$ cat src/rtl/cpu_seq_ctrl.sv
// Multi-cycle sequencer for a 16-bit accumulator-style core: steps each instruction through
// fetch/decode/execute/memory/writeback and counts retired instructions.
module cpu_seq_ctrl (
    input  logic        clk,
    input  logic        reset,
    input  logic [15:0] instr,
    input  logic        flag_z,
    input  logic        mem_ready,
    output logic        mem_re,
    output logic        mem_we,
    output logic        ir_load,
    output logic        pc_en,
    output logic        pc_src,
    output logic        imm_sel,
    output logic        alu_mux_cntrl,
    output logic        reg_we,
    output logic        illegal,
    output logic        halted,
    output logic [2:0]  state,
    output logic [15:0] instr_count
);

    typedef enum logic [2:0] {
        StFetch  = 3'd0,
        StDecode = 3'd1,
        StExec   = 3'd2,
        StMem    = 3'd3,
        StWb     = 3'd4,
        StHalt   = 3'd5
    } state_e;

    localparam logic [3:0] OpAluReg = 4'h0;
    localparam logic [3:0] OpAluImm = 4'h1;
    localparam logic [3:0] OpLoad   = 4'h4;
    localparam logic [3:0] OpStor   = 4'h5;
    localparam logic [3:0] OpBrz    = 4'hC;
    localparam logic [3:0] OpNop    = 4'hE;
    localparam logic [3:0] OpHalt   = 4'hF;

    state_e      state_q, state_d;
    logic [15:0] instr_count_q, instr_count_d;

    logic [3:0] opcode;
    logic       is_alu, is_load, is_stor, is_brz, is_nop, is_halt, needs_exec, uses_imm;
    logic       retire;

    // Operand fields are decoded by the datapath, not here.
    logic       unused_operand;

    assign opcode         = instr[15:12];
    assign unused_operand = ^instr[11:0];

    assign is_alu     = (opcode == OpAluReg) || (opcode == OpAluImm);
    assign is_load    = (opcode == OpLoad);
    assign is_stor    = (opcode == OpStor);
    assign is_brz     = (opcode == OpBrz);
    assign is_nop     = (opcode == OpNop);
    assign is_halt    = (opcode == OpHalt);
    assign needs_exec = is_alu || is_load || is_stor || is_brz;
    assign uses_imm   = (opcode == OpAluImm) || is_load || is_stor;

    always_comb begin
        state_d       = state_q;
        mem_re        = 1'b0;
        mem_we        = 1'b0;
        ir_load       = 1'b0;
        pc_en         = 1'b0;
        pc_src        = 1'b0;
        imm_sel       = 1'b0;
        alu_mux_cntrl = 1'b0;
        reg_we        = 1'b0;
        illegal       = 1'b0;
        halted        = 1'b0;

        case (state_q)
            StFetch: begin
                mem_re = 1'b1;
                if (mem_ready) begin
                    ir_load = 1'b1;
                    pc_en   = 1'b1;
                    state_d = StDecode;
                end
            end
            StDecode: begin
                if (needs_exec) begin
                    state_d = StExec;
                end else if (is_nop) begin
                    state_d = StFetch;
                end else if (is_halt) begin
                    state_d = StHalt;
                end else begin
                    illegal = 1'b1;
                    state_d = StFetch;
                end
            end
            StExec: begin
                imm_sel = uses_imm;
                if (is_alu) begin
                    state_d = StWb;
                end else if (is_load || is_stor) begin
                    state_d = StMem;
                end else begin
                    if (is_brz && flag_z) begin
                        pc_en  = 1'b1;
                        pc_src = 1'b1;
                    end
                    state_d = StFetch;
                end
            end
            StMem: begin
                mem_re        = is_load;
                mem_we        = is_stor;
                alu_mux_cntrl = is_load;
                // An opcode that is neither load nor store cannot wait on memory; retire it.
                if (!(is_load || is_stor)) begin
                    state_d = StFetch;
                end else if (mem_ready) begin
                    state_d = is_load ? StWb : StFetch;
                end
            end
            StWb: begin
                reg_we        = 1'b1;
                alu_mux_cntrl = is_load;
                state_d       = StFetch;
            end
            StHalt: begin
                halted = 1'b1;
            end
            default: begin
                state_d = StFetch;
            end
        endcase

        if (reset) begin
            mem_re        = 1'b0;
            mem_we        = 1'b0;
            ir_load       = 1'b0;
            pc_en         = 1'b0;
            pc_src        = 1'b0;
            imm_sel       = 1'b0;
            alu_mux_cntrl = 1'b0;
            reg_we        = 1'b0;
            illegal       = 1'b0;
            halted        = 1'b0;
        end
    end

    // One retirement per instruction: on its return to fetch, or on entering halt.
    always_comb begin
        retire = 1'b0;
        if (state_d == StFetch) begin
            retire = (state_q == StDecode) || (state_q == StExec) ||
                     (state_q == StMem) || (state_q == StWb);
        end else if (state_d == StHalt) begin
            retire = (state_q != StHalt);
        end
        instr_count_d = instr_count_q + {15'd0, retire};
    end

    always_ff @(posedge clk) begin
        if (reset) begin
            state_q       <= StFetch;
            instr_count_q <= 16'h0000;
        end else begin
            state_q       <= state_d;
            instr_count_q <= instr_count_d;
        end
    end

    assign state       = state_q;
    assign instr_count = instr_count_q;

endmodule

$ cat config.mk
export PLATFORM = sky130hd
export DESIGN_NAME = cpu_seq_ctrl
export DESIGN_NICKNAME = d
export VERILOG_FILES = /design/src/rtl/cpu_seq_ctrl.sv
export SDC_FILE = /design/constraint.sdc
export NUM_CORES = 1
export LEC_CHECK = 0
export BUFFER_PORTS_ARGS = -buffer_cell sky130_fd_sc_hd__buf_2
export CAP_MARGIN = 5
export CORE_ASPECT_RATIO = 0.75
export CORE_MARGIN = 3
export CORE_UTILIZATION = 35
export DETAILED_ROUTE_END_ITERATION = 6
export PLACE_DENSITY_LB_ADDON = 0.1
export SETUP_SLACK_MARGIN = 0.3
export SYNTH_ARGS = -nofsm -noshare
export SYNTH_HDL_FRONTEND = slang
export SYNTH_SLANG_ARGS = --single-unit
$ cat constraint.sdc
create_clock -name clk -period 3.9 [get_ports clk]
set_clock_uncertainty 0.15 [all_clocks]
set_input_delay 0.585 -clock clk [delete_from_list [all_inputs] [get_ports clk]]
set_output_delay 0.585 -clock clk [all_outputs]
set_load 0.02 [all_outputs]
==> reports/qor.log, run 1 <==
INFO  global_routing grt_pass1_wl=4230um
INFO  yosys          synth_edf_count=0
INFO  cts            cts_made_buffers=3
INFO  placement      post-place-ws=0.670ns
INFO  power_and_ir_drop power_density=285mW/mm^2
INFO  cts            post_cts.repair.setup_buffers=0
INFO  route          postRouteWirelength=2660um
INFO  final_layout   nFillCells=337
INFO  route          via_per_inst=4.99
INFO  global_routing globalRouteTotalUtil=0.139
INFO  die            initial_utilization=0.374
INFO  timing         post-route-period-util=0.781
INFO  yosys          number_of_instances_in_the_synthesized_netlist=143
INFO  cts            tritoncts=yes
INFO  placement      io_buffer_count=36
INFO  timing         final_hold_viol_count=0
INFO  cts            cts.path.max_buffers=2
INFO  route          detail_route.first_pass.iterations=4
INFO  die            num_io_pins=49
INFO  cts            ctsHtreeMaxLevel=1
INFO  cts            clockRootBuffer=clkbuf_8
INFO  timing         timing.slew.headroom=0.687
INFO  die            die_area=0.00393mm^2
INFO  setup_path     r2r_cells=10
INFO  job            cap_viol_max_count=0
INFO  setup_path     reg2reg_to=instr_count[14]
INFO  yosys          synth.lib_cells_used.distinct=35
INFO  die            die_w=71.4um
INFO  cts            postCtsResizedCells=0
INFO  timing         final_max_slew_viol_count=0
INFO  yosys          yosys.area.top_type_share=0.339
INFO  yosys          postSynth.topFlopCell=dfxtp_1
INFO  final_layout   antennaDiodeCount=0
INFO  final_layout   areaGrowthSynthToFinish=22.7%
INFO  final_layout   multiInputGateArea=699um^2
INFO  yosys          synth.cell_area=0.00112mm^2
INFO  timing         worstMarginPinSlew=0.469ns
INFO  setup_path     critical_path.max_fanout=16
INFO  yosys          yosys_register_bits=19
INFO  timing         post-route-worst-setup-slack=0.854ns
INFO  setup_path     setup.reg_to_reg.worst_slack=0.85ns
INFO  route          dr_total_vias=1,077
INFO  yosys          synthesis.area_per_instance=7.84um^2
INFO  setup_path     start_kind=flip-flop
INFO  final_layout   final_layout_size_suffix_gt1_frac=0.258
INFO  setup_path     regToRegStartpoint=state[0]
INFO  global_routing grt_antenna_before_repair=0
INFO  route          count_of_antenna_violating_nets_left_after_detailed_routing=0
INFO  setup_path     critPathRequiredTime=3.88ns
INFO  global_routing grt_remaining_overflow=0
INFO  final_layout   final_core_utilization=0.458
INFO  placement      place.gp.congestion=0.831
INFO  yosys          post_synth_main_area_contributors=dfxtp_1 34%, nor2_1 8.0%, xnor2_1 4.7%
INFO  placement      post_dp_hpwl=2070um
INFO  setup_path     critical_path_arrival=3.02ns
INFO  timing         max_clock_freq=328MHz
INFO  yosys          ys_warn_count=0
INFO  yosys          synth.yosys.seq_area_share=0.339
INFO  cts            clk_latency=0.25ns
INFO  timing         setup_tns=0ns
INFO  power_and_ir_drop p_total=0.000392W
INFO  timing         min_period=3.05ns
INFO  yosys          synth_nets=165
INFO  route          wl_per_cell=12.3um
INFO  timing         setup_viol_count_final=0
INFO  worst_hold_path timing.hold.worst_path_depth=2
INFO  worst_hold_path min_from=instr_count[10]
INFO  worst_hold_path hold_path.class=reg2reg
INFO  outcome        run_status=finished, final reports clean
INFO  setup_path     worstSetupEndpointType=flip-flop
INFO  global_routing number_of_global_route_vias_before_repair=921
INFO  final_layout   fin_nets=201
INFO  placement      place.detailed.instances=212
INFO  final_layout   sequential_cell_area=380um^2
INFO  yosys          synth.cells.most_frequent=24 x nor2_1, 19 x dfxtp_1, 11 x nand2_1
INFO  route          drc=0
INFO  yosys          yosysTopAreaCell=dfxtp_1
INFO  global_routing maximum_number_of_pins_on_one_net_before_global_route_repair=25
INFO  yosys          asyncSetResetFlopFracSynth=0
INFO  power_and_ir_drop worst_ir_drop_vdd=164uV
INFO  die            core-area=0.00300mm^2
INFO  setup_path     critical_path_class=reg2reg
INFO  yosys          post-synth-top-count-cell=nor2_1
INFO  cts            clkTransAtPathRegs=0.06ns
INFO  die            floorplan.die.height=55.0um
INFO  cts            cts_hold_buf=0
INFO  route          detail_route.iter0.violations=46
INFO  cts            clock_sinks=19
INFO  worst_hold_path worstHoldEndpoint=instr_count[10]
INFO  power_and_ir_drop static-leakage-power=0.605nW
INFO  die            number_of_rows_created_at_floorplan=17
INFO  timing         rsz0062_at_grt=false
INFO  final_layout   layoutNonFillerInstCount=216
==> cell families after synthesis <==
logic type               Yosys count  share of synthesized area
multiplexers                       1                     0.0134
XOR/XNOR                          11                     0.0859
flip-flops                        19                      0.339
AO/OA/AOI/OAI                     22                      0.126
AND/OR/NAND/NOR                   77                      0.376
buffers and inverters             11                     0.0368
adder cells (fa/ha/maj)            2                     0.0223
==> metal layers <==
metal / share of wire / wire [um] / GRT usage / up-vias
met1: 0.50 / 1330 / 0.180 / 481
li1: - / - / - / 571
met5: 0 / 0 / 0 / -
met4: 0 / 0 / 0.00938 / 0
met2: 0.44 / 1160 / 0.235 / 25
met3: 0.063 / 167 / 0.0487 / 0
==> flip-flops by register name (all words and copies together) (netlist names) <==
register,flops
instr_count,16
state,3
==> critical path: stages (launching register included) <==
cell	delay [ns]
dfxtp_1	0.61
nor2b_1	0.12
o21ai_0	0.28
a21oi_1	0.11
o31ai_1	0.27
ha_1	0.26
ha_1	0.25
nand4_1	0.24
nor4_1	0.42
xnor2_1	0.16
nor2_1	0.05
==> cells in the final DEF (no fill, tap or decap) <==
master | Yosys | final
nand3_2 | 1 | 1
ha_1 | 2 | 2
a31oi_1 | 1 | 1
dfxtp_1 | 19 | 19
and2_1 | 1 | 1
nand3_1 | 6 | 6
o21ba_2 | 1 | 1
a2111o_1 | 1 | 1
nand2_2 | 1 | 1
mux2_4 | 1 | 1
a211oi_1 | 2 | 2
a21oi_1 | 7 | 7
nand2_1 | 11 | 11
buf_2 | 0 | 36
and4_1 | 2 | 2
or2_1 | 1 | 1
nor3_1 | 4 | 4
or3_1 | 3 | 3
xor2_1 | 5 | 5
nor2_1 | 24 | 24
nand2b_1 | 4 | 4
a31o_1 | 1 | 1
nand4_1 | 3 | 3
inv_1 | 6 | 6
nor4_4 | 1 | 1
a21boi_0 | 1 | 1
nor4_1 | 5 | 5
clkbuf_1 | 4 | 1
or3_2 | 1 | 1
clkbuf_8 | 0 | 3
o21ai_0 | 5 | 5
o31ai_1 | 1 | 1
xnor2_1 | 6 | 6
nand4_4 | 1 | 1
o21a_1 | 2 | 2
nor2b_1 | 8 | 8
==> where the power goes <==
part	switching (W)	total [W]	internal (W)
combinational	0.0000335	0.0000549	0.0000214
sequential	0.00000674	0.000205	0.000198
clock	0.0000593	0.000132	0.0000725
==> per-stage QoR <==
stage               hold WS, ns  instance area, um^2
floorplan                 0.451                 1120
global placement          0.362                 1330
detailed placement        0.392                 1330
CTS                       0.408                 1380
global route              0.454                 1380
finish                    0.400                 1380
==> final cells by class <==
cell class,count,share of cell area
Multi-Input combinational cell,113,0.509
Sequential cell,19,0.277
Timing Repair Buffer,36,0.131
Tap cell,38,0.0346
Clock buffer,4,0.0328
Inverter,6,0.0164
==> how the worst max path moves through the flow <==
stage / to / slack, ns / start / depth (start not counted)
2_1_floorplan: instr_count[12] / 1.23 / state[0] / 11
3_3_place_gp: instr_count[14] / 0.76 / instr[14] / 11
3_5_place_dp: instr_count[14] / 0.67 / instr[14] / 11
4_1_cts: instr_count[14] / 0.83 / state[0] / 10
5_1_grt: instr_count[14] / 0.47 / state[0] / 10
6_report: instr_count[14] / 0.85 / state[0] / 10
(Power assumes the default switching activity.)
==> run 2: changes to the inputs <==
==> constraint.sdc (replaced) <==
create_clock -name clk -period 3 [get_ports clk]
set_clock_uncertainty 0.15 [all_clocks]
set_input_delay 0.45 -clock clk [delete_from_list [all_inputs] [get_ports clk]]
set_output_delay 0.45 -clock clk [all_outputs]
set_load 0.02 [all_outputs]
==> reports/qor.log, run 2 (synthesized netlist as in run 1, its figures left out) <==
INFO  outcome        run_status=finished, final reports clean
INFO  route          wl_per_cell=11.9um
INFO  setup_path     crit_path_end=instr_count[13]
INFO  timing         final_hold_viol_count=0
INFO  timing         max_clock_freq=389MHz
INFO  final_layout   final_cell_mix=36 x buf_2, 24 x nor2_1, 17 x dfxtp_1
INFO  setup_path     worstSetupEndpointType=flip-flop
INFO  final_layout   antennaDiodeCount=0
INFO  final_layout   final_layout_size_suffix_gt1_frac=0.337
INFO  global_routing grt_remaining_overflow=0
INFO  route          count_of_antenna_violating_nets_left_after_detailed_routing=0
INFO  power_and_ir_drop worst_ir_drop_vdd=268uV
INFO  worst_hold_path min_from=instr_count[14]
INFO  power_and_ir_drop internal-power=0.000386W
INFO  setup_path     start_kind=flip-flop
INFO  setup_path     critical_path_class=reg2reg
INFO  route          detail_route.first_pass.iterations=4
INFO  placement      io_buffer_count=36
INFO  cts            clockRootBuffer=clkbuf_8
INFO  global_routing maximum_number_of_pins_on_one_net_before_global_route_repair=25
INFO  route          postRouteWirelength=2690um
INFO  setup_path     r2r_cells=10
INFO  cts            cts_hold_buf=0
INFO  timing         rsz0062_at_grt=false
INFO  final_layout   areaGrowthSynthToFinish=31.7%
INFO  timing         post-route-period-util=0.857
INFO  power_and_ir_drop sw_frac_of_total=0.258
INFO  placement      place.gp.congestion=0.859
INFO  power_and_ir_drop seqPwrFrac=0.507
INFO  setup_path     regToRegStartpoint=state[1]
INFO  global_routing number_of_global_route_vias_before_repair=945
INFO  cts            clk_latency=0.25ns
INFO  global_routing globalRouteTotalUtil=0.145
INFO  route          dr_total_vias=1,130
INFO  final_layout   nFillCells=328
INFO  die            core-area=0.00300mm^2
INFO  power_and_ir_drop static-leakage-power=0.654nW
INFO  setup_path     critical_path.max_fanout=11
INFO  die            num_io_pins=49
INFO  setup_path     critical_path_source=state[1]
INFO  setup_path     reg2reg_to=instr_count[13]
INFO  die            floorplan.die.height=55.0um
INFO  cts            ctsHtreeMaxLevel=1
INFO  cts            clock_sinks=19
INFO  final_layout   final_common_cell=buf_2
INFO  global_routing grt_antenna_before_repair=0
INFO  power_and_ir_drop power_switching=0.000134W
INFO  cts            tritoncts=yes
INFO  cts            clkTransAtPathRegs=0.07ns
INFO  timing         setup_tns=0ns
INFO  route          drc=0
INFO  die            number_of_rows_created_at_floorplan=17
INFO  timing         min_period=2.57ns
INFO  setup_path     critPathRequiredTime=2.99ns
INFO  power_and_ir_drop power_density=353mW/mm^2
INFO  setup_path     setup.reg_to_reg.worst_slack=0.43ns
INFO  placement      post_dp_hpwl=2060um
INFO  final_layout   largest_reg_flops=16
INFO  timing         setup_viol_count_final=0
INFO  cts            cts_made_buffers=3
INFO  timing         timing.hold.ws=0.400ns
INFO  timing         worstMarginPinSlew=0.437ns
INFO  route          via_per_inst=5.02
INFO  timing         final_max_slew_viol_count=0
INFO  global_routing grt_pass1_wl=4410um
INFO  final_layout   fin_nets=210
INFO  worst_hold_path hold_path.class=reg2reg
INFO  die            initial_utilization=0.374
INFO  route          detail_route.iter0.violations=56
INFO  cts            cts.path.max_buffers=2
INFO  setup_path     critical_path_arrival=2.56ns
INFO  die            die_area=0.00393mm^2
INFO  power_and_ir_drop combinational_power_share=0.158
INFO  timing         timing.slew.headroom=0.709
INFO  die            die_w=71.4um
INFO  job            cap_viol_max_count=0
INFO  power_and_ir_drop proportion_of_power_drawn_by_the_clock_network=0.334
[run 2: cell count changes in the layout (fill, tap and decap cells not counted), moves of 2 or more]
cell | previous run | this run
buf_4 | 0 | 9
dfxtp_1 | 19 | 17
nor4_1 | 5 | 3
nor4_2 | 0 | 2
o21ai_0 | 5 | 3
[run 2: worst min path at each step]
stage,to,slack (ns),cells past startpoint
final,instr_count[14],0.40,2
after global routing,state[0],0.41,3
after CTS,state[0],0.40,3
after detailed placement,instr_count[14],0.39,2
after global placement,instr_count[8],0.36,2
after floorplan,instr_count[8],0.45,2
[run 2: cell type report]
class,count,area [um^2],share of cell area
multi-input cells,113,728,0.493
flip-flops and latches,19,385,0.261
well taps,38,47.5,0.0322
inverters,6,22.5,0.0153
repair buffers,45,248,0.168
clock buffers,4,45.0,0.0305
[run 2: worst max-delay path, stage by stage (launching register included)]
cell,delay [ns]
dfxtp_2,0.37
nor2b_1,0.16
o21ai_1,0.15
a21oi_1,0.10
o31ai_2,0.25
ha_2,0.23
buf_4,0.12
nand3_2,0.11
nor4_4,0.41
nand3_2,0.12
mux2_4,0.30
[run 2: power groups by stage]
stage	logic, W	clock network [W]	registers (W)
final	0.0000823	0.000174	0.000264
after global routing	0.0000938	0.000197	0.000265
after CTS	0.0000755	0.000182	0.000265
after detailed placement	0.0000749	0	0.000270
after global placement	0.0000746	0	0.000270
after floorplan	0.0000435	0	0.000274
[run 2: per-stage QoR]
step	worst slack (ns)	total power, W	util	cells	area (um^2)
after floorplan	0.327	0.000318	-	143	1120
after global placement	0.126	0.000345	0.453	216	1360
after detailed placement	0.0905	0.000345	0.453	216	1360
after CTS	0.269	0.000522	0.469	220	1410
after global routing	0.287	0.000555	0.492	225	1480
final	0.430	0.000521	0.492	225	1480
[run 2: timing repair]
item / CTS / global route
cloned: 0 / 0
pin swaps: 0 / 3
setup buffers: 0 / 5
setup endpoints to repair: 5 / 8
resized for setup: 1 / 11
[run 2: layer usage]
metal,global-route usage,share of wire
met2,0.224,0.43
met1,0.197,0.51
met3,0.0505,0.063
met5,0,0
met4,0.0281,0.0030
==> run 3: changes to the inputs <==
--- a/config.mk
+++ b/config.mk
@@ -9,7 +9,7 @@
 export CAP_MARGIN = 5
 export CORE_ASPECT_RATIO = 0.75
 export CORE_MARGIN = 3
-export CORE_UTILIZATION = 35
+export CORE_UTILIZATION = 46
 export DETAILED_ROUTE_END_ITERATION = 6
 export PLACE_DENSITY_LB_ADDON = 0.1
 export SETUP_SLACK_MARGIN = 0.3
==> reports/qor.log, run 3 (synthesized netlist as in run 1, its figures left out) <==
INFO  outcome        run_status=finished, final reports clean
INFO  global_routing grt_remaining_overflow=0
INFO  timing         rsz0062_at_grt=false
INFO  setup_path     r2r_cells=11
INFO  setup_path     worstSetupEndpointType=flip-flop
INFO  timing         post-route-period-util=0.833
INFO  placement      detailed_place.area=0.00135mm^2
INFO  global_routing globalRouteTotalUtil=0.172
INFO  final_layout   fin_nets=205
INFO  final_layout   largest_reg_flops=16
INFO  final_layout   antennaDiodeCount=0
INFO  die            floorplan.die.height=48.8um
INFO  timing         final_hold_viol_count=0
INFO  setup_path     critical_path.max_fanout=11
INFO  die            die_area=0.00307mm^2
INFO  power_and_ir_drop power_switching=0.000131W
INFO  placement      place.gp.congestion=0.833
INFO  cts            clockRootBuffer=clkbuf_4
INFO  power_and_ir_drop power_density=336mW/mm^2
INFO  die            die_w=63.0um
INFO  route          count_of_antenna_violating_nets_left_after_detailed_routing=0
INFO  die            initial_utilization=0.520
INFO  job            cap_viol_max_count=0
INFO  worst_hold_path timing.hold.worst_path_depth=3
INFO  final_layout   design_area=0.00140mm^2
INFO  route          dr_total_vias=1,137
INFO  final_layout   final_cell_mix=36 x buf_2, 24 x nor2_1, 17 x dfxtp_1
INFO  setup_path     critPathRequiredTime=3.04ns
INFO  setup_path     regToRegStartpoint=state[1]
INFO  timing         setup_tns=0ns
INFO  power_and_ir_drop internal-power=0.000339W
INFO  worst_hold_path min_from=instr[13]
INFO  placement      io_buffer_count=36
INFO  cts            clk_latency=0.30ns
INFO  global_routing number_of_global_route_vias_before_repair=992
INFO  timing         min_period=2.50ns
INFO  timing         timing.hold.ws=0.355ns
INFO  die            num_io_pins=49
INFO  placement      post_dp_hpwl=1930um
INFO  cts            clock_sinks=19
INFO  setup_path     start_kind=flip-flop
INFO  global_routing grt_pass1_wl=4350um
INFO  global_routing maximum_number_of_pins_on_one_net_before_global_route_repair=22
INFO  worst_hold_path hold_path.class=in2reg
INFO  timing         worstMarginPinSlew=0.365ns
INFO  timing         setup_viol_count_final=0
INFO  cts            cts_made_buffers=3
INFO  setup_path     critical_path_class=reg2reg
INFO  timing         max_clock_freq=400MHz
INFO  setup_path     critical_path_arrival=2.54ns
INFO  power_and_ir_drop static-leakage-power=0.615nW
INFO  route          wl_per_cell=12.3um
INFO  final_layout   multiInputGateArea=714um^2
INFO  route          postRouteWirelength=2640um
INFO  global_routing grt_antenna_before_repair=0
INFO  route          drc=0
INFO  route          detail_route.iter0.violations=63
INFO  die            core-area=0.00215mm^2
INFO  power_and_ir_drop seqPwrFrac=0.562
INFO  route          detail_route.first_pass.iterations=4
INFO  power_and_ir_drop worst_ir_drop_vdd=292uV
INFO  final_layout   nFillCells=217
INFO  die            number_of_rows_created_at_floorplan=14
INFO  setup_path     setup.reg_to_reg.worst_slack=0.50ns
INFO  final_layout   sequential_cell_area=385um^2
INFO  power_and_ir_drop sw_frac_of_total=0.278
INFO  cts            clkTransAtPathRegs=0.11ns
INFO  power_and_ir_drop combinational_power_share=0.161
INFO  cts            tritoncts=yes
INFO  power_and_ir_drop proportion_of_power_drawn_by_the_clock_network=0.277
INFO  route          via_per_inst=5.31
INFO  worst_hold_path worstHoldEndpoint=state[0]
INFO  final_layout   final_common_cell=buf_2
INFO  final_layout   areaGrowthSynthToFinish=24.8%
INFO  cts            cts.path.max_buffers=2
INFO  final_layout   final_layout_size_suffix_gt1_frac=0.302
INFO  timing         timing.slew.headroom=0.756
INFO  timing         final_max_slew_viol_count=0
INFO  cts            ctsHtreeMaxLevel=1
INFO  setup_path     reg2reg_to=instr_count[12]
[run 3: how the worst max path moves through the flow]
stage | from | slack, ns | cells after the start | endpoint
after floorplan | state[0] | 0.33 | 11 | instr_count[12]
after CTS | state[1] | 0.33 | 11 | instr_count[14]
final | state[1] | 0.50 | 11 | instr_count[12]
after global routing | state[1] | 0.29 | 11 | instr_count[12]
after detailed placement | instr[14] | 0.10 | 11 | instr_count[14]
after global placement | instr[14] | 0.14 | 11 | instr_count[14]
[run 3: area by class of cell]
cell class,instances,share of cell area
Sequential cell,19,0.275
Timing Repair Buffer,40,0.150
Multi-Input combinational cell,113,0.511
Inverter,6,0.0161
Clock buffer,4,0.0188
Tap cell,32,0.0286
[run 3: timing repair]
action | 4_1_cts | 5_1_grt
buffers inserted | 1 | 0
hold buffers | 0 | 0
hold endpoints to repair | 0 | 0
endpoints found under the setup margin | 2 | 7
pin swaps | 0 | 2
resized for setup | 2 | 5
[run 3: power by group through the flow]
stage,Clock [W],Combinational (W),Sequential (W)
6_report,0.000130,0.0000759,0.000264
4_1_cts,0.000134,0.0000750,0.000265
3_3_place_gp,0,0.0000741,0.000270
5_1_grt,0.000152,0.0000835,0.000265
3_5_place_dp,0,0.0000744,0.000270
2_1_floorplan,0,0.0000435,0.000274
[run 3: worst max-delay path, cell delays in order, from the launching register on]
cell	delay [ns]
dfxtp_4	0.40
nor2b_1	0.15
o21ai_1	0.18
a21oi_1	0.10
o31ai_1	0.23
ha_2	0.25
ha_1	0.17
nand4_1	0.10
buf_4	0.18
nor4_2	0.29
xnor2_1	0.15
nor2_1	0.05
[run 3: layer usage]
metal | global-route usage | vias up | routed length (um)
li1 | - | 576 | -
met1 | 0.242 | 523 | 1350
met2 | 0.263 | 38 | 1130
met3 | 0.0532 | 0 | 165
met4 | 0.0256 | 0 | 0
met5 | 0 | - | 0
[run 3: through the flow]
stage / power [W] / cells / setup WS (ns) / utilization
2_1_floorplan: 0.000318 / 143 / 0.327 / -
3_3_place_gp: 0.000344 / 209 / 0.144 / 0.624
3_5_place_dp: 0.000345 / 209 / 0.101 / 0.624
4_1_cts: 0.000474 / 214 / 0.327 / 0.646
5_1_grt: 0.000501 / 214 / 0.293 / 0.649
6_report: 0.000470 / 214 / 0.502 / 0.649
